--- src/rtl/spi_pkg.sv ---
// spi_pkg: shared types and widths for the SPI slave.
//   DATA_W  - maximum word width
//   LEN_W   - width of the word-length field (length minus one)
//   state_t - control FSM encoding
package spi_pkg;

    localparam int unsigned DATA_W = 16;
    localparam int unsigned LEN_W  = 4;

    typedef enum logic [1:0] {
        IDLE  = 2'd0,
        SHIFT = 2'd1,
        DESEL = 2'd2
    } state_t;

endpackage

--- src/rtl/spi_sync.sv ---
// spi_sync: STAGES-deep flop synchronizer for one asynchronous input bit.
//   clk, rst : system clock, synchronous active-high reset
//   d        : asynchronous input
//   q        : synchronized output (RST_VAL while in reset)
module spi_sync #(
    parameter int unsigned STAGES  = 2,
    parameter logic        RST_VAL = 1'b0
) (
    input  logic clk,
    input  logic rst,
    input  logic d,
    output logic q
);

    logic [STAGES-1:0] sr;

    always_ff @(posedge clk) begin
        if (rst) begin
            sr <= {STAGES{RST_VAL}};
        end else begin
            sr <= {sr[STAGES-2:0], d};
        end
    end

    assign q = sr[STAGES-1];

endmodule

--- src/rtl/spi_slave.sv ---
// spi_slave: SPI slave, all four clock modes, 1..16-bit MSB-first words.
//   ss/sck/mosi      : SPI bus inputs (async, synchronized internally)
//   miso/miso_oe     : serial output and its tristate enable
//   cpol/cpha        : clock mode, xfer_len: bits-1 (captured at word start)
//   tx_data/we       : tx buffer write (ignored while busy)
//   rx_data/rx_valid : received word and its update pulse
//   busy/done        : transfer in progress / word complete pulse
//   oe/overrun       : rx read strobe / sticky lost-word flag
// Optional build macro: SPI_SLAVE_OVERRUN_EN enables overrun detection.
module spi_slave
    import spi_pkg::*;
#(
    parameter int unsigned SYNC_STAGES = 2
) (
    input  logic              clk,
    input  logic              rst,
    input  logic              ss,
    input  logic              sck,
    input  logic              mosi,
    output logic              miso,
    output logic              miso_oe,
    input  logic              cpol,
    input  logic              cpha,
    input  logic [LEN_W-1:0]  xfer_len,
    input  logic [DATA_W-1:0] tx_data,
    input  logic              we,
    input  logic              oe,
    output logic [DATA_W-1:0] rx_data,
    output logic              rx_valid,
    output logic              busy,
    output logic              done,
    output logic              overrun
);

    // Cycles after reset before ss_s and ss_q both reflect the real pin.
    localparam int unsigned SETTLE = SYNC_STAGES + 1;
    localparam int unsigned SET_W  = $clog2(SETTLE + 1);

    logic ss_s, sck_s, mosi_s, ss_q, sck_q;

    spi_sync #(.STAGES(SYNC_STAGES), .RST_VAL(1'b1)) u_sync_ss (
        .clk(clk), .rst(rst), .d(ss), .q(ss_s));
    spi_sync #(.STAGES(SYNC_STAGES), .RST_VAL(1'b0)) u_sync_sck (
        .clk(clk), .rst(rst), .d(sck), .q(sck_s));
    spi_sync #(.STAGES(SYNC_STAGES), .RST_VAL(1'b0)) u_sync_mosi (
        .clk(clk), .rst(rst), .d(mosi), .q(mosi_s));

    state_t             state, state_nxt;
    logic [SET_W-1:0]   settle_cnt;
    logic               cpol_r, cpol_nxt, cpha_r, cpha_nxt;
    logic [LEN_W-1:0]   len_r, len_nxt, bit_cnt, bit_cnt_nxt, tx_idx, tx_idx_nxt;
    logic [DATA_W-1:0]  txsr, txsr_nxt, tx_buf, tx_buf_nxt, rx_data_nxt;
    logic [DATA_W-2:0]  rx_sr, rx_sr_nxt;
    logic               miso_nxt, miso_oe_nxt, busy_nxt, done_nxt, rx_valid_nxt;
    logic               comp;

    logic settled, ss_fall, sck_chg, lead_edge, trail_edge, sample_edge, shift_edge;

    assign settled     = (settle_cnt == SET_W'(SETTLE));
    assign ss_fall     = ss_q & ~ss_s;
    assign sck_chg     = sck_s ^ sck_q;
    assign lead_edge   = sck_chg & (sck_q == cpol_r);
    assign trail_edge  = sck_chg & (sck_q != cpol_r);
    assign sample_edge = cpha_r ? trail_edge : lead_edge;
    assign shift_edge  = cpha_r ? lead_edge : trail_edge;

    // State and datapath registers.
    always_ff @(posedge clk) begin
        if (rst) begin
            state      <= IDLE;
            settle_cnt <= '0;
            ss_q       <= 1'b1;
            sck_q      <= 1'b0;
            cpol_r     <= 1'b0;
            cpha_r     <= 1'b0;
            len_r      <= '0;
            bit_cnt    <= '0;
            tx_idx     <= '0;
            txsr       <= '0;
            rx_sr      <= '0;
            tx_buf     <= '0;
            miso       <= 1'b0;
            miso_oe    <= 1'b0;
            busy       <= 1'b0;
            done       <= 1'b0;
            rx_valid   <= 1'b0;
            rx_data    <= '0;
        end else begin
            state      <= state_nxt;
            if (!settled) begin
                settle_cnt <= settle_cnt + SET_W'(1);
            end
            ss_q       <= ss_s;
            sck_q      <= sck_s;
            cpol_r     <= cpol_nxt;
            cpha_r     <= cpha_nxt;
            len_r      <= len_nxt;
            bit_cnt    <= bit_cnt_nxt;
            tx_idx     <= tx_idx_nxt;
            txsr       <= txsr_nxt;
            rx_sr      <= rx_sr_nxt;
            tx_buf     <= tx_buf_nxt;
            miso       <= miso_nxt;
            miso_oe    <= miso_oe_nxt;
            busy       <= busy_nxt;
            done       <= done_nxt;
            rx_valid   <= rx_valid_nxt;
            rx_data    <= rx_data_nxt;
        end
    end

    // Next-state and datapath logic.
    always_comb begin
        state_nxt    = state;
        cpol_nxt     = cpol_r;
        cpha_nxt     = cpha_r;
        len_nxt      = len_r;
        bit_cnt_nxt  = bit_cnt;
        tx_idx_nxt   = tx_idx;
        txsr_nxt     = txsr;
        rx_sr_nxt    = rx_sr;
        tx_buf_nxt   = tx_buf;
        rx_data_nxt  = rx_data;
        miso_nxt     = miso;
        done_nxt     = 1'b0;
        rx_valid_nxt = 1'b0;
        comp         = 1'b0;

        case (state)
            IDLE: begin
                miso_nxt = 1'b0;
                if (we) begin
                    tx_buf_nxt = tx_data;
                end
                if (settled) begin
                    if (ss_fall) begin
                        state_nxt   = SHIFT;
                        cpol_nxt    = cpol;
                        cpha_nxt    = cpha;
                        len_nxt     = xfer_len;
                        txsr_nxt    = tx_buf;
                        bit_cnt_nxt = '0;
                        rx_sr_nxt   = '0;
                        // cpha=1 holds off the first bit until the first leading edge.
                        if (cpha) begin
                            miso_nxt   = 1'b0;
                            tx_idx_nxt = xfer_len;
                        end else begin
                            miso_nxt   = tx_buf[xfer_len];
                            tx_idx_nxt = xfer_len - LEN_W'(1);
                        end
                    end else if (!ss_s) begin
                        // Selected without a seen falling edge (e.g. out of reset): wait it out.
                        state_nxt = DESEL;
                    end
                end
            end
            SHIFT: begin
                if (ss_s) begin
                    state_nxt = IDLE;
                    miso_nxt  = 1'b0;
                end else if (sample_edge) begin
                    rx_sr_nxt   = {rx_sr[DATA_W-3:0], mosi_s};
                    bit_cnt_nxt = bit_cnt + LEN_W'(1);
                    if (bit_cnt == len_r) begin
                        state_nxt    = DESEL;
                        rx_data_nxt  = {rx_sr, mosi_s};
                        rx_valid_nxt = 1'b1;
                        done_nxt     = 1'b1;
                        comp         = 1'b1;
                    end
                end else if (shift_edge) begin
                    miso_nxt   = txsr[tx_idx];
                    tx_idx_nxt = tx_idx - LEN_W'(1);
                end
            end
            DESEL: begin
                if (ss_s) begin
                    state_nxt = IDLE;
                    miso_nxt  = 1'b0;
                end
            end
            default: begin
                state_nxt = IDLE;
                miso_nxt  = 1'b0;
            end
        endcase

        miso_oe_nxt = (state_nxt != IDLE);
        busy_nxt    = (state_nxt != IDLE);
    end

`ifdef SPI_SLAVE_OVERRUN_EN
    logic rx_full, rx_full_nxt, overrun_nxt;

    // A completion coinciding with oe keeps rx_full set and does not flag overrun.
    always_comb begin
        rx_full_nxt = rx_full;
        overrun_nxt = overrun;
        if (comp) begin
            rx_full_nxt = 1'b1;
            if (rx_full && !oe) begin
                overrun_nxt = 1'b1;
            end
        end else if (oe) begin
            rx_full_nxt = 1'b0;
        end
        if (oe) begin
            overrun_nxt = 1'b0;
        end
    end

    always_ff @(posedge clk) begin
        if (rst) begin
            rx_full <= 1'b0;
            overrun <= 1'b0;
        end else begin
            rx_full <= rx_full_nxt;
            overrun <= overrun_nxt;
        end
    end
`else
    logic unused_sigs;
    assign unused_sigs = oe | comp;
    assign overrun     = 1'b0;
`endif

endmodule

--- config.mk ---
export PLATFORM = sky130hd
export DESIGN_NAME = spi_slave
export DESIGN_NICKNAME = d
export VERILOG_FILES = /design/src/rtl/spi_pkg.sv /design/src/rtl/spi_sync.sv /design/src/rtl/spi_slave.sv
export SDC_FILE = /design/constraint.sdc
export NUM_CORES = 1
export LEC_CHECK = 0
export ABC_AREA = 0
export BUFFER_PORTS_ARGS = -buffer_cell sky130_fd_sc_hd__buf_2
export CAP_MARGIN = 30
export CORE_MARGIN = 5
export CORE_UTILIZATION = 52
export DETAILED_ROUTE_END_ITERATION = 10
export PLACE_DENSITY = 0.8
export SETUP_SLACK_MARGIN = 0.02
export SLEW_MARGIN = 20
export SYNTH_ARGS = -nofsm -noshare
export SYNTH_HDL_FRONTEND = slang
export SYNTH_SLANG_ARGS = --single-unit
--- constraint.sdc ---
create_clock -name clk -period 1.7 [get_ports clk]
set_clock_uncertainty 0.2 [all_clocks]
set_input_delay 0.255 -clock clk [delete_from_list [all_inputs] [get_ports clk]]
set_output_delay 0.255 -clock clk [all_outputs]
set_load 0.03 [all_outputs]
* Word level (Yosys, flattened, before mapping)
Index checks and enable logic that the tools add are counted.
** Operators by class
- Add/subtract/negate cells :: 4
- $mul :: 0
- Div/mod/pow operators :: 0
- Magnitude comparators :: 2
- Eq/ne operators :: 15
- Shift-type cells :: 0
- Mux-type cells :: 40
- Bitwise gates (word level) :: 7
- Reductions and logical operators :: 10
** Operators with widths (number)
- $mux W15 :: 4
- $mux W4 :: 10
- $pmux W15 S2 :: 1
- $pmux W4 S2 :: 2
- $mux W2 :: 7
- $mux W1 :: 12
- $ne A2 B2 Y1 const B :: 6
- $lt A4 B5 Y1 const B :: 2
- $bmux W1 S4 :: 2
- $sub A4 B1 Y4 const B :: 2
- $ne A3 B2 Y1 const B :: 2
- $pmux W2 S3 :: 1
- $reduce_and A3 Y1 :: 2
- $reduce_and A6 Y1 :: 1
- $reduce_and A5 Y1 :: 1
- $add A4 B1 Y4 const B :: 1
- $eq A2 B2 Y1 const B :: 2
- $eq A4 B4 Y1 :: 1
- $reduce_and A4 Y1 :: 1
- $reduce_bool A2 Y1 :: 2
- $reduce_or A4 Y1 :: 1
- $and A1 B1 Y1 :: 3
- $not A1 Y1 :: 3
- $pmux W1 S3 :: 1
- other kinds (8) :: 8
** Storage, ports and cells
- Register bits after elaboration :: 92
- Bits in latches :: 0
- Memory bits (writable) :: 0
- ROM bits :: 0
- Input bits :: 29
- Output and inout port bits :: 22
- Word-level logic and storage cells :: 97
- Memories kept :: 0

* Longest topological paths before layout
- Depth after elaboration :: 7
- Gate-level depth with buffers :: 9
- Gate-level depth less buffers :: 7

* Hierarchy
Synthesis repeated with hierarchy kept, for this count alone.
** Second synthesis, totals
- Cells, all modules :: 434
- Area, all modules :: 3814.9 sq um
** By module, submodules not included
- spi_slave :: times used 1, cells an instance 422, area each 3657.3 sq um, sequential area each 1721.7 sq um
- spi_sync :: times used 3, cells an instance 4, area each 52.6 sq um, sequential area each 40.0 sq um

* Least setup slack after synthesis
No wires, ideal clock.
- Path kind :: register -> register
- Start :: register cpol_r
- End :: register rx_data[10]
- Setup time :: 128 ps
- Arrival time :: 1531 ps
- Data required time :: 1372 ps
- Slack :: -158 ps
- Cell stages (with the launch flop) :: 8
- Path buffers :: 2
- Period minus slack after synthesis :: 1858 ps
- Cell sequence :: dfxtp_1 xor2_1 mux2i_1 nand3_1 buf_4 buf_6 mux2i_1 nor2_1
** Between the ends
- Cells in the longest elaborated chain, start to end :: 4
- Elaborated cells between the ends (all ways) :: 6
- Those cells by class :: eq/ne: 2; mux: 1; bitwise: 2; reduce/logical: 1
** Ends and longest elaborated chain
- start: declaration :: line spi_slave.sv:50 : logic cpol_r, cpol_nxt, cpha_r, cpha_nxt;
- start signal: assignment :: line spi_slave.sv:95 : cpol_r <= cpol_nxt;
- $eq A1 B1 Y1 or $ne A1 B1 Y1 (tied branches) :: line spi_slave.sv:62, spi_slave.sv:63
- $and A1 B1 Y1 (on tied branches) :: line spi_slave.sv:62, spi_slave.sv:63
- $mux W1 (*) :: line spi_slave.sv:64 : assign sample_edge = cpha_r ? trail_edge : lead_edge;
- $reduce_and A4 Y1 (no source line) (*)
- end signal: assignment :: line spi_slave.sv:108 : rx_data <= rx_data_nxt;
- end: declaration :: line spi_slave.sv:28 : output logic [DATA_W-1:0] rx_data,
Mark *: on every way between the ends. The rest lies on a longest branch, timed or not.
A chain may end at the register's enable or synchronous reset.

* Worst setup path in the final report
- Start :: register tx_idx[0]
- End :: register miso
** Between the ends
- Cells in the longest elaborated chain, start to end :: 6
** Ends and longest elaborated chain
- start: declaration :: line spi_slave.sv:51 : logic [LEN_W-1:0] len_r, len_nxt, bit_cnt, bit_cnt_nxt, tx_idx, tx_idx_nxt;
- start signal: assignment :: line spi_slave.sv:99 : tx_idx <= tx_idx_nxt;
- $bmux W1 S4 :: line spi_slave.sv:173 : miso_nxt = txsr[tx_idx];
- $mux W1 (not written as such) :: line spi_slave.sv:173
- $mux W1 :: line spi_slave.sv:172 : end else if (shift_edge) begin
- $mux W1 :: line spi_slave.sv:162 : end else if (sample_edge) begin
- $mux W1 :: line spi_slave.sv:159 : if (ss_s) begin
- $pmux W1 S3 :: line spi_slave.sv:129 : case (state)
- end signal: assignment :: line spi_slave.sv:103 : miso <= miso_nxt;
- end: declaration :: line spi_slave.sv:20 : output logic miso,
No other way between the ends. The select of a mux whose other input is x is not followed.

==> reports/results.txt <==
Outcome: finished with violations
Failing checks: setup timing
Post-Route WL: 10500 microns
Io pins: 51
GP Congestion: 0.840
Fin cells: 651
CP Class: reg2reg
Slowest stage delay, CP: 0.66 ns
Final net count: 580
Port Buf Inserts: 48
Syn_nets: 489
Worst Slack Setup Final: -0.236 ns
Vias in the first global route: 3472
Pwr Density: 789 nW/um^2
CP Depth: 5
GRT Util Overall: 21.0%
Critical path arrival: 2.01 ns
Die width: 96.9 microns
Register bit total from synthesis: 92
Vias after detailed routing: 3583
Synth Instances: 456
Detail Route Antenna Nets: 0
Buf+Inv Stages, Crit Path: 1
Fin. max-slew vios: 0
First-pass GRT wire length: 16200 microns
Most common flop cell mapped by yosys: dfxtp_1
Initial antenna violation count: 0
CTS clk-pin slew, worst paths: 0.10 ns
Sequential fraction of the synthesis area: 47.0%
Largest family of logic cells by synthesized area: simple AND/OR/NAND/NOR gates
Max-capacitance violation count: 0
Row cnt: 31
Post-synthesis adder-cell area fraction: 1.28%
Iter 0 DRT Violations: 274
Synth top area share: 47.0%
Placed insts: 605
Post-DR wirelength/cell: 16.1 microns
Worst-skew pair later-pin latency: 0.38 ns
Synth cell count leaders: 92 x dfxtp_1, 81 x nand2_1, 58 x a21oi_1, 29 x nor2_1, 25 x mux2i_1
Number of flops mapped to enable cells by yosys: 0
Initial Util: 53.8%
Core region area: 7290 sq um
Post-Synth XOR/XNOR Area: 2.46%
WP data required: 1.77 ns
# setup viols final: 38
Power Total: 4120 uW
FF-to-FF Start: tx_idx[0]
Root Driver: clkbuf_8
Tcrit/Tclk final: 114%
Register-to-Register Path Depth: 5
Layout overhead on the synthesized area: 33.0%
Clock buffer count from CTS: 9
Ant. Diodes: 0
Clock period minus worst slack: 1.94 ns
Syn avg cell area: 8.60 sq um
Worst slew pin tran: 0.683 ns
Endpoints failing hold: 0
Mapped cell area: 3920 sq um
Syn. warnings: 0
DIE AREA: 9380 sq um
Peak VDD IR: 590 uV
Hold Path Class: in2reg
Die Y: 96.9 microns
Synth Area in Simple Gates: 22.5%
Worst reg2reg path endpoint: miso
RSZ-0062 raised after global routing: true
Fmax: 517 MHz
Area contributors post-synth: dfxtp_1 47%, nand2_1 7.8%, a21oi_1 7.4%
Largest net degree at the start of global routing: 41
Fillers: 519
Count leader, synth: dfxtp_1
Worst path cell trace: buf_4, a2111oi_0, o41ai_2, o211ai_1, a31oi_1
HPWL after detailed placement: 6130 microns
1st-pass router iterations: 5
CP Launch Type: flop
Proportion of synthesized area in mux cells: 8.10%
Synth Area in Compound Gates: 13.8%
Critical Path Slowest Stage Cell: a2111oi_0
R2R setup slack: -0.24 ns
Worst-path fanout max: 8
Share of post-route cells with drive strength above 1: 28.8%
Post-synthesis cell type count: 46
Slew HR: 53.3%
Critical Path Start: tx_idx[0]
Area leader, netlist: dfxtp_1
Vias/cell: 5.50
End of the critical path: miso
Clock sinks: 92
FFs w/ async S/R, synth: 0%
Leak: 0.00215 uW
Clock Tree Buf Depth: 2
GRT overflow: 0
CTS tree: done
Top Family by Delay on Critical Path: compound AO/OA/AOI/OAI gates
Max H-tree Level: 3
Drt drc: 0
Crit path capture type: flop
[registers in the layout, indices dropped and copies added (netlist names), 4 cells and up]
| name | flops |
|---|---|
| rx_data | 16 |
| tx_buf | 16 |
| txsr | 16 |
| rx_sr | 15 |
| bit_cnt | 4 |
| len_r | 4 |
| tx_idx | 4 |
[how the worst min path moves through the flow]
stage	startpoint	endpoint	cells after the start
2_1_floorplan	ss	u_sync_ss.sr[0]	1
3_3_place_gp	u_sync_ss.sr[0]	u_sync_ss.sr[1]	1
3_5_place_dp	u_sync_ss.sr[0]	u_sync_ss.sr[1]	1
4_1_cts	xfer_len[1]	len_r[1]	3
5_1_grt	xfer_len[2]	len_r[2]	3
6_report	xfer_len[2]	len_r[2]	3
[per-layer routing]
layer | global-route usage (%) | vias to the layer above | part of all wire, %
met5 | 0 | - | 0
met4 | 11.6 | 0 | 3.5
met3 | 4.96 | 41 | 5.5
met2 | 34.9 | 134 | 49
met1 | 25.0 | 1675 | 42
li1 | - | 1733 | -
[power breakdown]
group | internal, uW | leakage (uW) | switching (uW)
Combinational | 197 | 0.00130 | 195
Clock | 583 | 0.0000994 | 905
Sequential | 2200 | 0.000749 | 39.0
Total | 2980 | 0.00215 | 1140
[final cells by class]
| class | count | area [sq um] | share of cell area (%) |
|---|---|---|---|
| clock buffer | 9 | 124 | 2.37 |
| tap | 99 | 124 | 2.37 |
| multi-input combinational | 323 | 2060 | 39.5 |
| inverter | 5 | 18.8 | 0.360 |
| timing repair buffer | 116 | 958 | 18.4 |
| clock inverter | 7 | 80.1 | 1.53 |
| sequential | 92 | 1850 | 35.5 |
[through the flow]
stage | hold WS [ns] | setup TNS [ns] | util (%) | area, sq um | setup WS (ns)
after CTS | 0.00428 | -1.93 | 69.0 | 5030 | -0.0940
after global routing | 0.00282 | -8.03 | 71.6 | 5220 | -0.293
after floorplan | 0.159 | -0.699 | - | 3990 | -0.0676
final | 0.00602 | -4.65 | 71.6 | 5220 | -0.236
after global placement | 0.201 | -1.28 | 61.6 | 4490 | -0.0753
after detailed placement | 0.204 | -2.40 | 61.6 | 4490 | -0.0991
[logic make-up (layout without fill, tap and decap cells)]
logic type,count (synthesis),in the layout
AOI/OAI and AO/OA,92,92
adders and majority gates,4,4
buffers and inverters,41,137
muxes,29,29
xor gates and xnor gates,11,11
and+or+nand+nor,186,186
DFF,92,92
other,1,1
[worst register-to-register path: stages, from the launching register on]
cell,delay (ns)
dfxtp_2,0.35
buf_4,0.17
a2111oi_0,0.66
o41ai_2,0.21
o211ai_1,0.14
a31oi_1,0.09
[what timing repair did]
| action | CTS | global route |
|---|---|---|
| pin swaps | 7 | 2 |
| buffers inserted | 1 | 4 |
| resized for setup | 19 | 26 |
| endpoints found under the hold margin | 22 | 0 |
| hold buffers | 22 | 0 |
| endpoints found under the setup margin | 60 | 61 |
| gates cloned | 1 | 3 |
[layout by cell type, fill, tap and decap left out, drive strengths merged, types with 4 or more instances in the layout]
cell type    synthesis  routed
dfxtp               92      92
o21ai                8       8
nor3                 5       5
a21oi               58      58
xor2                 9       9
nor2b               15      15
ha                   4       4
buf                 14      92
inv                  5       8
nand3               17      17
nand2               81      81
a211oi               6       6
or2                  4       4
mux2i               25      25
nand2b              23      23
a2111oi              4       4
clkbuf              22      11
nor2                29      29
dlygate4sd3          0      22
Note: power is estimated with default switching activity, not from simulation.
